--- src/rtl/booth_product_accum.sv ---
// booth_product_accum: sums N_TERMS signed Booth products into a saturating
// accumulator and emits each finished sum on a valid/ready result stream.
module booth_product_accum #(
  parameter int PROD_W  = 8,
  parameter int ACC_W   = 16,
  parameter int N_TERMS = 4
) (
  input  logic                           clk,
  input  logic                           rst_n,
  input  logic                           clr,
  input  logic                           prod_valid,
  output logic                           prod_ready,
  input  logic [PROD_W-1:0]              prod_data,
  output logic                           res_valid,
  input  logic                           res_ready,
  output logic [ACC_W-1:0]               res_data,
  output logic                           res_sat,
  output logic [$clog2(N_TERMS+1)-1:0]   term_cnt
);

  localparam int CNT_W = $clog2(N_TERMS + 1);
  localparam logic [CNT_W-1:0] LAST_IDX = CNT_W'(N_TERMS - 1);

  typedef enum logic {ACCUM, HOLD} state_t;

  state_t                   state_q, state_d;
  logic signed [ACC_W-1:0]  acc_q, acc_d;
  logic                     sat_q, sat_d;
  logic [CNT_W-1:0]         cnt_q, cnt_d;
  logic [ACC_W-1:0]         res_data_q, res_data_d;
  logic                     res_sat_q, res_sat_d;

  logic [ACC_W:0]           add_res;
  logic                     add_ovf;
  logic [ACC_W-1:0]         add_val;

  // Add one sign-extended product at ACC_W+1 bits; clamp to the ACC_W range.
  // Returns {overflow, clamped_sum}.
  function automatic logic [ACC_W:0] sat_add(input logic [ACC_W-1:0] a,
                                             input logic [PROD_W-1:0] p);
    logic [ACC_W:0] s;
    s = {a[ACC_W-1], a} + {{(ACC_W + 1 - PROD_W){p[PROD_W-1]}}, p};
    if (s[ACC_W] != s[ACC_W-1]) begin
      if (s[ACC_W]) sat_add = {1'b1, 1'b1, {(ACC_W-1){1'b0}}};
      else          sat_add = {1'b1, 1'b0, {(ACC_W-1){1'b1}}};
    end else begin
      sat_add = {1'b0, s[ACC_W-1:0]};
    end
  endfunction

  assign add_res = sat_add(acc_q, prod_data);
  assign add_ovf = add_res[ACC_W];
  assign add_val = add_res[ACC_W-1:0];

  // Next-state, accumulation and handshake logic; clr overrides everything.
  always_comb begin
    state_d    = state_q;
    acc_d      = acc_q;
    sat_d      = sat_q;
    cnt_d      = cnt_q;
    res_data_d = res_data_q;
    res_sat_d  = res_sat_q;
    prod_ready = 1'b0;
    if (clr) begin
      state_d = ACCUM;
      acc_d   = '0;
      sat_d   = 1'b0;
      cnt_d   = '0;
    end else begin
      case (state_q)
        ACCUM: begin
          prod_ready = 1'b1;
          if (prod_valid) begin
            acc_d = add_val;
            sat_d = sat_q | add_ovf;
            cnt_d = cnt_q + 1'b1;
            if (cnt_q == LAST_IDX) begin
              res_data_d = add_val;
              res_sat_d  = sat_q | add_ovf;
              state_d    = HOLD;
            end
          end
        end
        HOLD: begin
          if (res_ready) begin
            state_d = ACCUM;
            acc_d   = '0;
            sat_d   = 1'b0;
            cnt_d   = '0;
          end
        end
        default: state_d = ACCUM;
      endcase
    end
  end

  // State and datapath registers with asynchronous active-low reset.
  always_ff @(posedge clk or negedge rst_n) begin
    if (!rst_n) begin
      state_q    <= ACCUM;
      acc_q      <= '0;
      sat_q      <= 1'b0;
      cnt_q      <= '0;
      res_data_q <= '0;
      res_sat_q  <= 1'b0;
    end else begin
      state_q    <= state_d;
      acc_q      <= acc_d;
      sat_q      <= sat_d;
      cnt_q      <= cnt_d;
      res_data_q <= res_data_d;
      res_sat_q  <= res_sat_d;
    end
  end

  assign res_valid = (state_q == HOLD);
  assign res_data  = res_data_q;
  assign res_sat   = res_sat_q;
  assign term_cnt  = cnt_q;

endmodule

--- config.mk ---
export PLATFORM = sky130hd
export DESIGN_NAME = booth_product_accum
export DESIGN_NICKNAME = d
export VERILOG_FILES = /design/src/rtl/booth_product_accum.sv
export SDC_FILE = /design/constraint.sdc
export NUM_CORES = 1
export LEC_CHECK = 0
export ABC_AREA = 1
export ABC_CLOCK_PERIOD_IN_PS = 5600
export CORE_MARGIN = 2
export CORE_UTILIZATION = 41
export CTS_BUF_LIST = sky130_fd_sc_hd__clkbuf_8
export DETAILED_ROUTE_END_ITERATION = 16
export HOLD_SLACK_MARGIN = 0.06
export PLACE_DENSITY = 0.66
export SYNTH_ARGS = -nofsm -noshare
export SYNTH_HDL_FRONTEND = slang
export SYNTH_SLANG_ARGS = --single-unit
export TNS_END_PERCENT = 100
--- constraint.sdc ---
create_clock -name clk -period 5.6 [get_ports clk]
set_input_delay 1.12 -clock clk [delete_from_list [all_inputs] [get_ports clk]]
set_output_delay 1.12 -clock clk [all_outputs]
set_load 0.05 [all_outputs]
==> results of run 1 <==
cell type report:
type | instances | area [sq um] | share of cell area
inverters | 35 | 131.4 | 0.04386
flip-flops and latches | 38 | 950.9 | 0.3175
clock inverters | 3 | 40.04 | 0.01337
clock buffers | 5 | 68.82 | 0.02297
well taps | 75 | 93.84 | 0.03133
multi-input cells | 276 | 1375 | 0.4591
repair buffers | 34 | 335.3 | 0.1119
state kept, by name, summed over array words and instances, names as in the netlist:
name       flops
acc_q         16
res_data      16
term_cnt       3
res_sat        1
res_valid      1
sat_q          1
per-layer routing:
layer	track usage	routed length, um	share of wire	vias up
met5	0	0	0	-
met3	0.03077	273	0.048	10
li1	-	-	-	1171
met4	0.07000	92	0.016	0
met2	0.2789	2447	0.43	49
met1	0.2705	2869	0.50	1025
cells by family (layout without fill, tap and decap cells):
family                   Yosys count  in the layout
AND/OR/NAND/NOR                  224            224
buffers and inverters             42             77
flip-flops                        38             38
AO/OA/AOI/OAI                     23             23
adder cells (fa/ha/maj)           19             19
XOR/XNOR                          10             10
worst max-delay path, delay by kind of cell:
family                 cells  cell delay (ns)
AND/OR/NAND/NOR            1             0.18
buffers and inverters      2             1.24
cell usage after synthesis:
master,n
nand3_2,1
buf_6,1
nand3b_1,2
clkinv_1,1
buf_2,1
buf_1,3
clkbuf_1,1
a21oi_2,1
o22ai_1,1
nand2_2,4
nand2_1,186
inv_1,32
ha_1,18
buf_4,1
nand3_1,9
a22o_1,1
a21oi_1,11
inv_2,2
and2_1,1
o21bai_1,3
o21ai_0,5
nand4_1,1
nor2_1,13
or3b_2,1
dfrtp_1,38
nor3_1,3
xor2_1,7
xnor2_1,3
o21ai_2,1
nor3_2,1
fa_1,1
or2_1,1
nand4_2,1
how the worst max path moves through the flow:
| stage | to | start | slack [ns] | cells after the start |
|---|---|---|---|---|
| CTS | prod_ready | clr | 1.92 | 3 |
| global placement | acc_q[13] | prod_data[7] | 1.87 | 12 |
| global route | prod_ready | clr | 1.87 | 3 |
| floorplan | prod_ready | clr | 2.65 | 1 |
| finish | prod_ready | clr | 1.93 | 3 |
| detailed placement | acc_q[1] | prod_data[7] | 1.85 | 11 |
power breakdown:
part	total [mW]	internal (mW)	switching, mW
logic	0.717	0.235	0.481
clock network	0.229	0.131	0.0975
registers	0.389	0.344	0.0450
total	1.33	0.710	0.624
metrics by stage:
step	instance area (sq um)	hold slack, ns	setup WS [ns]
2_1_floorplan	2496	0.4528	2.649
6_report	2995	0.4830	1.935
5_1_grt	2995	0.5119	1.866
3_3_place_gp	2887	0.4636	1.868
3_5_place_dp	2887	0.4658	1.852
4_1_cts	2995	0.4869	1.921
placed cells by master (no fill, tap or decap):
| cell | n |
|---|---|
| nand3_2 | 1 |
| nand4_2 | 1 |
| a21oi_2 | 1 |
| o21ai_2 | 1 |
| nand3b_1 | 2 |
| a21oi_1 | 11 |
| inv_2 | 2 |
| clkdlybuf4s50_1 | 33 |
| a22o_1 | 1 |
| clkinv_1 | 1 |
| or3b_2 | 1 |
| or2_1 | 1 |
| nor3_2 | 1 |
| nor3_1 | 3 |
| xor2_1 | 7 |
| buf_2 | 1 |
| clkinv_2 | 2 |
| inv_1 | 32 |
| clkbuf_8 | 5 |
| nor2_1 | 13 |
| nand2_2 | 4 |
| bufinv_16 | 1 |
| nand3_1 | 9 |
| xnor2_1 | 3 |
| nand4_1 | 1 |
| nand2_1 | 186 |
| dfrtp_1 | 38 |
| ha_1 | 18 |
| fa_1 | 1 |
| o22ai_1 | 1 |
| o21ai_0 | 5 |
| and2_1 | 1 |
| o21bai_1 | 3 |
==> impl_metrics.json, run 1 <==
{
  "status": "finished, final reports clean",
  "timing.slew.headroom": 0.4423,
  "placeableCoreArea_sq_mm": 0.005886,
  "via_count_of_the_first_global_routing_pass": 2154,
  "cell_types_with_the_largest_area_share_after_synthesis": "dfrtp_1 38%, nand2_1 28%, ha_1 9.0%, inv_1 4.8%, xor2_1 2.5%",
  "clk_latency_ns": 0.29,
  "synth_compound_area_frac": 0.05414,
  "synthesis.yosys.warnings": 0,
  "number_of_buffers_inserted_by_hold_repair_at_cts": 0,
  "worstPathCellList": "clkdlybuf4s50_1 -> nor2_1 -> clkdlybuf4s50_1",
  "die_y_um": 82.03,
  "nNetsFinal": 422,
  "globalRouteTotalUtil": 0.1867,
  "drt_pass1_iterations": 4,
  "critical-path-slowest-cell": "clkdlybuf4s50_1",
  "dr.first_iter.drc_count": 77,
  "die-width_um": 82.03,
  "stdcell_count": 466,
  "worstHoldEndpoint": "res_data[3]",
  "hold_class": "flop to flop",
  "critPathMostFrequentCell": "clkdlybuf4s50_1",
  "detail_route.drc_violations": 0,
  "htree_num_levels": 2,
  "rr_worst_depth": 17,
  "achievable-frequency_mhz": 272.8,
  "max_cap_viol_count": 0,
  "worst_path_largest_cell_delay_ns": 0.83,
  "clk_pin_slew_worst_paths_ns": 0.07,
  "hold_path.startpoint": "res_data[3]",
  "die_area_sq_mm": 0.006728,
  "max-clock-path-buffers": 2,
  "critPathCaptureType": "output port",
  "clock_skew_ns": 0.006629,
  "irDropWorstVdd_uv": 407.0,
  "finalSetupViolCount": 0,
  "postSynthRegisterBits": 38,
  "count_of_instances_resized_after_the_clock_tree_is_built": 0,
  "synth_area_per_cell_sq_um": 7.012,
  "pwr_density_cell_mw_per_mm2": 445.3,
  "post_synth_mux_area_share": 0,
  "grt_overflow_total": 0,
  "routed-via-count": 2255,
  "timing.rr.start": "acc_q[0]",
  "post_cts_buffers": 0,
  "worst_slew_pin_slew_ns": 0.8365,
  "post_synth_num_cell_types": 33,
  "post_synth_and_or_nand_nor_area_fraction": 0.3634,
  "wl_per_cell_um": 12.19,
  "finalHoldViolCount": 0,
  "place_inst": 458,
  "cts_buffers": 5,
  "post_layout_total_power_mw": 1.334,
  "fin_crit_ns": 3.665,
  "timing.rr.end": "res_data[13]",
  "setup.worst_path.class": "primary input to output port",
  "synthXorXnorAreaFrac": 0.03509,
  "post_synth_instance_area_sq_mm": 0.002496,
  "ios": 35,
  "synth_top_family_by_area": "simple AND/OR/NAND/NOR gates",
  "synth-adder-area-share": 0.09825,
  "numPortBuffers": 34,
  "rsz0062_at_grt": "false",
  "timing.critical_path.fanout_max": 3,
  "cts_tree": "yes",
  "postSynthNetCount": 388,
  "clock_sinks": 38,
  "synth_sequential_area_ratio": 0.3810,
  "synth_largest_area_cell": "dfrtp_1",
  "grt_first_pass_wirelength_um": 9715,
  "setup_tns_ns": 0,
  "synth_top_cell_area_share": 0.3810,
  "syn2layout_area_growth_pct": 20.00,
  "antenna_cells_inserted": 0,
  "timing.critical_path.from_type": "primary input",
  "drive_above_1_share": 0.05371,
  "netlist_instances": 356,
  "floorplan.initialDensity": 0.4241,
  "fin_util": 0.5089,
  "routed_wl_um": 5682,
  "drv_slew": 0,
  "grt_max_degree": 39,
  "antenna_found_initial": 0,
  "worst_path_required_ns": 4.48,
  "num-fill-cells": 598,
  "clockRootBuffer": "clkbuf_8",
  "hold-path-cell-count": 2,
  "place_congestion": 0.8627,
  "floorplan.rows": 28,
  "post_drt_via_cell_ratio": 4.839,
  "route.antenna.remaining_nets": 0,
  "period_share": 0.6545,
  "p_leak_nw": 1.718,
  "worst-r2r-setup-slack_ns": 3.19,
  "post-dp-hpwl_um": 4302,
  "critical_path_arrival_ns": 2.55
}
(Power assumes the default switching activity.)
==> run 2: changes to the inputs <==
--- a/config.mk
+++ b/config.mk
@@ -6,13 +6,13 @@
 export NUM_CORES = 1
 export LEC_CHECK = 0
 export ABC_AREA = 1
-export ABC_CLOCK_PERIOD_IN_PS = 5600
+export ABC_CLOCK_PERIOD_IN_PS = 3250
 export CORE_MARGIN = 2
 export CORE_UTILIZATION = 41
 export CTS_BUF_LIST = sky130_fd_sc_hd__clkbuf_8
 export DETAILED_ROUTE_END_ITERATION = 16
 export HOLD_SLACK_MARGIN = 0.06
-export PLACE_DENSITY = 0.66
+export PLACE_DENSITY = 0.68
 export SYNTH_ARGS = -nofsm -noshare
 export SYNTH_HDL_FRONTEND = slang
 export SYNTH_SLANG_ARGS = --single-unit
==> constraint.sdc (replaced) <==
create_clock -name clk -period 3.25 [get_ports clk]
set_input_delay 0.65 -clock clk [delete_from_list [all_inputs] [get_ports clk]]
set_output_delay 0.65 -clock clk [all_outputs]
set_load 0.05 [all_outputs]
==> run 2 against run 1 <==
  * Highest routed layer unchanged
  * Die area is the same
  * Sequential power grew 72%
  * Final cell count grew 0.86%
  * Critical path depth grew 11
  * Setup slack lost 1.5 ns
==> impl_metrics.json, run 2 (same netlist as run 1, synthesis figures left out) <==
{
  "post-dp-hpwl_um": 4428,
  "timing.slew.headroom": 0.4407,
  "place_congestion": 0.8607,
  "drt_pass1_iterations": 4,
  "route.antenna.remaining_nets": 0,
  "critical-path-slowest-cell": "clkdlybuf4s50_1",
  "worst_path_required_ns": 3.42,
  "setup_tns_ns": 0,
  "fin_util": 0.5136,
  "number_of_buffers_inserted_by_hold_repair_at_cts": 0,
  "die_y_um": 82.03,
  "max-clock-path-buffers": 2,
  "wl_per_cell_um": 12.32,
  "pwr_density_cell_mw_per_mm2": 754.5,
  "whs_ns": 0.4551,
  "setup.worst_path.class": "primary input to flop",
  "die-width_um": 82.03,
  "globalRouteTotalUtil": 0.1948,
  "rsz0062_at_grt": "false",
  "fin_crit_ns": 2.861,
  "irDropWorstVdd_uv": 508.0,
  "critPathMostFrequentCell": "nand2_1",
  "placeableCoreArea_sq_mm": 0.005886,
  "max_cap_viol_count": 0,
  "critical_path_arrival_ns": 3.03,
  "top_library_cells_by_usage_in_the_layout_fill_and_taps_aside": "186 x nand2_1, 38 x dfrtp_1, 34 x inv_1",
  "p_leak_nw": 1.740,
  "worst_path_largest_cell_delay_ns": 0.62,
  "numPortBuffers": 34,
  "timing.critical_path.fanout_max": 16,
  "postLayoutCellArea_sq_mm": 0.003023,
  "clk_pin_slew_worst_paths_ns": 0.07,
  "count_of_instances_resized_after_the_clock_tree_is_built": 0,
  "post_layout_total_power_mw": 2.281,
  "htree_num_levels": 2,
  "detail_route.drc_violations": 0,
  "post_drt_via_cell_ratio": 4.802,
  "floorplan.rows": 28,
  "clock_skew_ns": 0.008866,
  "worstPathCellList": "clkdlybuf4s50_1 -> ha_1 -> nand2_1 -> inv_1 -> a21oi_1 -> nand2_2 -> nand2_1 -> nand2_1 -> nand2_2 -> nand2_2 -> nand2_2 -> nand3_1 -> nand2_1 -> nand2_1",
  "antenna_cells_inserted": 0,
  "num-fill-cells": 593,
  "grt_max_degree": 39,
  "cts_buffers": 5,
  "ios": 35,
  "mostFrequentLayoutCell": "nand2_1",
  "achievable-frequency_mhz": 349.5,
  "drv_slew": 0,
  "routed-via-count": 2257,
  "drive_above_1_share": 0.05823,
  "clockRootBuffer": "clkbuf_8",
  "place_area_sq_mm": 0.002917,
  "syn2layout_area_growth_pct": 21.10,
  "nNetsFinal": 426,
  "hold_class": "primary input to asynchronous set/reset pin",
  "post_cts_buffers": 0,
  "clk_latency_ns": 0.29,
  "cts_tree": "yes",
  "period_share": 0.8804,
  "antenna_found_initial": 0,
  "dr.first_iter.drc_count": 91,
  "worst_slew_pin_slew_ns": 0.8390,
  "timing.critical_path.from_type": "primary input",
  "status": "finished, final reports clean",
  "grt_first_pass_wirelength_um": 10080,
  "die_area_sq_mm": 0.006728,
  "floorplan.initialDensity": 0.4241,
  "via_count_of_the_first_global_routing_pass": 2223,
  "grt_overflow_total": 0,
  "finalHoldViolCount": 0,
  "critPathCaptureType": "flop",
  "finalSetupViolCount": 0,
  "routed_wl_um": 5791,
  "clock_sinks": 38
}
run 2: layout make-up:
cell class	instances	area, sq um	area share
flip-flops and latches	38	950.9	0.3146
well taps	75	93.84	0.03104
inverters	35	131.4	0.04346
clock buffers	5	68.82	0.02276
multi-input cells	276	1375	0.4549
repair buffers	38	365.4	0.1209
clock inverters	3	37.54	0.01242
run 2: where the power goes:
group          internal (mW)  leakage, nW  switching [mW]
Combinational          0.415         1.17           0.811
Sequential             0.592        0.508          0.0788
Clock                  0.223       0.0607           0.160
run 2: critical path, delay by kind of cell:
family | cells | cell delay [ns]
and+or+nand+nor | 10 | 1.07
adders and majority gates | 1 | 0.46
buffers and inverters | 2 | 0.67
AOI/OAI and AO/OA | 1 | 0.18
run 2: worst paths after layout:
| kind | from | end | slack [ns] | cells past startpoint |
|---|---|---|---|---|
| setup / recovery | prod_data[7] | res_sat | 0.39 | 14 |
| hold / removal | rst_n | res_data[1] | 0.46 | 1 |
| setup reg to reg | acc_q[0] | res_data[0] | 0.94 | 17 |
| hold reg to reg | res_data[12] | res_data[12] | 0.49 | 2 |
| max in group asynchronous | rst_n | res_data[0] | 2.25 | 1 |
| min in group clk | res_data[12] | res_data[12] | 0.49 | 2 |
run 2: stage by stage:
step                      std cells  setup slack (ns)
after floorplan                 356            0.7949
after global placement          462            0.1643
after detailed placement        462            0.1407
after CTS                       470            0.4300
after global routing            470            0.1418
final                           470            0.3888
run 2: layer usage:
| metal | track usage | up-vias | part of all wire |
|---|---|---|---|
| li1 | - | 1178 | - |
| met1 | 0.2817 | 1017 | 0.51 |
| met2 | 0.2911 | 54 | 0.43 |
| met5 | 0 | - | 0 |
| met4 | 0.07333 | 0 | 0.018 |
| met3 | 0.03297 | 8 | 0.040 |
==> run 3: changes to the inputs <==
--- a/config.mk
+++ b/config.mk
@@ -6,13 +6,14 @@
 export NUM_CORES = 1
 export LEC_CHECK = 0
 export ABC_AREA = 1
-export ABC_CLOCK_PERIOD_IN_PS = 3250
+export ABC_CLOCK_PERIOD_IN_PS = 3400
+export CORE_ASPECT_RATIO = 1.75
 export CORE_MARGIN = 2
 export CORE_UTILIZATION = 41
 export CTS_BUF_LIST = sky130_fd_sc_hd__clkbuf_8
 export DETAILED_ROUTE_END_ITERATION = 16
 export HOLD_SLACK_MARGIN = 0.06
-export PLACE_DENSITY = 0.68
+export PLACE_DENSITY = 0.66
 export SYNTH_ARGS = -nofsm -noshare
 export SYNTH_HDL_FRONTEND = slang
 export SYNTH_SLANG_ARGS = --single-unit
==> constraint.sdc (replaced) <==
create_clock -name clk -period 3.4 [get_ports clk]
set_input_delay 0.68 -clock clk [delete_from_list [all_inputs] [get_ports clk]]
set_output_delay 0.68 -clock clk [all_outputs]
set_load 0.05 [all_outputs]
==> run 3 against run 2 <==
  * Register-to-register slack improved by 0.08 ns
  * Final cell count grew 0.21%
  * Non-clock buffer count shrank 2
  * Routed wire length increased by 2.6%
  * Largest power group unchanged
  * Highest routed layer unchanged
==> impl_metrics.json, run 3 (same netlist as run 1, synthesis figures left out) <==
{
  "status": "finished, final reports clean",
  "sequential_cell_area_sq_um": 950.9,
  "rr_worst_depth": 17,
  "via_count_of_the_first_global_routing_pass": 2287,
  "worst_slew_pin_slew_ns": 0.8445,
  "place_inst": 463,
  "max-clock-path-buffers": 2,
  "number_of_buffers_inserted_by_hold_repair_at_cts": 0,
  "clock_skew_ns": 0.008998,
  "timing.critical_path.from_type": "primary input",
  "timing.critical_path.depth": 13,
  "detail_route.drc_violations": 0,
  "stdcell_count": 471,
  "die_y_um": 107.2,
  "irDropWorstVdd_uv": 442.7,
  "achievable-frequency_mhz": 334.9,
  "postLayoutCellArea_sq_mm": 0.002997,
  "grt_first_pass_wirelength_um": 10300,
  "antenna_found_initial": 0,
  "critPathCaptureType": "flop",
  "htree_num_levels": 2,
  "period_share": 0.8781,
  "mostFrequentLayoutCell": "nand2_1",
  "globalRouteTotalUtil": 0.1936,
  "ios": 35,
  "finalHoldViolCount": 0,
  "grt_overflow_total": 0,
  "clk_pin_slew_worst_paths_ns": 0.08,
  "floorplan.rows": 37,
  "die_area_sq_mm": 0.006753,
  "grt_max_degree": 39,
  "critical_path.n_buffers_inverters": 2,
  "clock_sinks": 38,
  "timing.slew.headroom": 0.4370,
  "multi_input_area_sq_mm": 0.001375,
  "post-dp-hpwl_um": 4490,
  "floorplan.initialDensity": 0.4246,
  "setup_tns_ns": 0,
  "drt_pass1_iterations": 5,
  "hold_class": "primary input to asynchronous set/reset pin",
  "drv_slew": 0,
  "placeableCoreArea_sq_mm": 0.005879,
  "worst_path_required_ns": 3.64,
  "dr.first_iter.drc_count": 73,
  "drive_above_1_share": 0.05598,
  "routed_wl_um": 5940,
  "routed-via-count": 2254,
  "antenna_cells_inserted": 0,
  "numPortBuffers": 34,
  "max_cap_viol_count": 0,
  "fin_crit_ns": 2.986,
  "post_drt_via_cell_ratio": 4.786,
  "syn2layout_area_growth_pct": 20.05,
  "p_leak_nw": 1.722,
  "critPathMostFrequentCell": "nand2_1",
  "timing.rr.end": "res_data[13]",
  "pwr_density_cell_mw_per_mm2": 706.0,
  "nNetsFinal": 424,
  "count_of_instances_resized_after_the_clock_tree_is_built": 0,
  "worstPathCellList": "clkdlybuf4s50_1 -> ha_1 -> nand2_1 -> inv_1 -> a21oi_1 -> nand2_2 -> nand2_1 -> nand2_1 -> nand2_2 -> nand4_2 -> nand2_1 -> nand2_1 -> nand2_1",
  "rsz0062_at_grt": "false",
  "route.antenna.remaining_nets": 0,
  "place_area_sq_mm": 0.002905,
  "cts_buffers": 5,
  "worst-r2r-setup-slack_ns": 1.02,
  "timing.critical_path.fanout_max": 16,
  "worst_path_largest_cell_delay_ns": 0.62,
  "place_congestion": 0.8226,
  "clockRootBuffer": "clkbuf_8",
  "critical-path-slowest-cell": "clkdlybuf4s50_1",
  "num-fill-cells": 614,
  "wl_per_cell_um": 12.61,
  "finalSetupViolCount": 0,
  "cpLargestDelayFamily": "simple AND/OR/NAND/NOR gates",
  "top_library_cells_by_usage_in_the_layout_fill_and_taps_aside": "186 x nand2_1, 38 x dfrtp_1, 33 x inv_1, 33 x clkdlybuf4s50_1, 18 x ha_1",
  "timing.rr.start": "acc_q[0]",
  "clk_latency_ns": 0.30,
  "cts_tree": "yes",
  "die-width_um": 62.98,
  "post_cts_buffers": 0,
  "setup.worst_path.class": "primary input to flop",
  "critical_path_arrival_ns": 3.22
}
-- run 3: cell types whose count changed in the layout (fill, tap and decap cells not counted) --
cell | previous run | this run
buf_4 | 4 | 2
bufinv_16 | 1 | 0
clkbuf_8 | 5 | 6
clkinv_2 | 0 | 1
inv_1 | 34 | 33
-- run 3: worst max path at each step --
| stage | startpoint | endpoint |
|---|---|---|
| after floorplan | clr | res_data[10] |
| after global routing | prod_data[7] | res_data[11] |
| after detailed placement | prod_data[7] | res_data[11] |
| after CTS | prod_data[7] | res_data[11] |
| after global placement | prod_data[7] | res_data[13] |
| final | prod_data[7] | res_data[11] |
-- run 3: report_power, final --
group | switching, mW | internal, mW | total (mW)
registers | 0.0681 | 0.566 | 0.634
clock network | 0.162 | 0.161 | 0.323
logic | 0.770 | 0.389 | 1.16
-- run 3: stage by stage --
stage               setup WS (ns)  power (mW)  hold WS [ns]    util
floorplan                  0.9149       1.494        0.3844       -
global placement           0.1527       1.795        0.4644  0.4941
detailed placement        0.09168       1.799        0.4648  0.4941
CTS                        0.4081       2.137        0.4888  0.5097
global route               0.2129       2.286        0.5018  0.5097
finish                     0.4145       2.116        0.4817  0.5097
-- run 3: final cells by class --
class / count / share of cell area
inverters: 35 / 0.04384
clock inverters: 2 / 0.002923
multi-input cells: 276 / 0.4589
repair buffers: 36 / 0.1169
clock buffers: 6 / 0.02756
well taps: 78 / 0.03257
flip-flops and latches: 38 / 0.3173
-- run 3: per-layer routing --
metal / wire [um] / track usage / vias up
li1: - / - / 1173
met5: 0 / 0 / -
met4: 170 / 0.1032 / 0
met3: 241 / 0.03673 / 13
met1: 2496 / 0.2133 / 1020
met2: 3032 / 0.3457 / 48
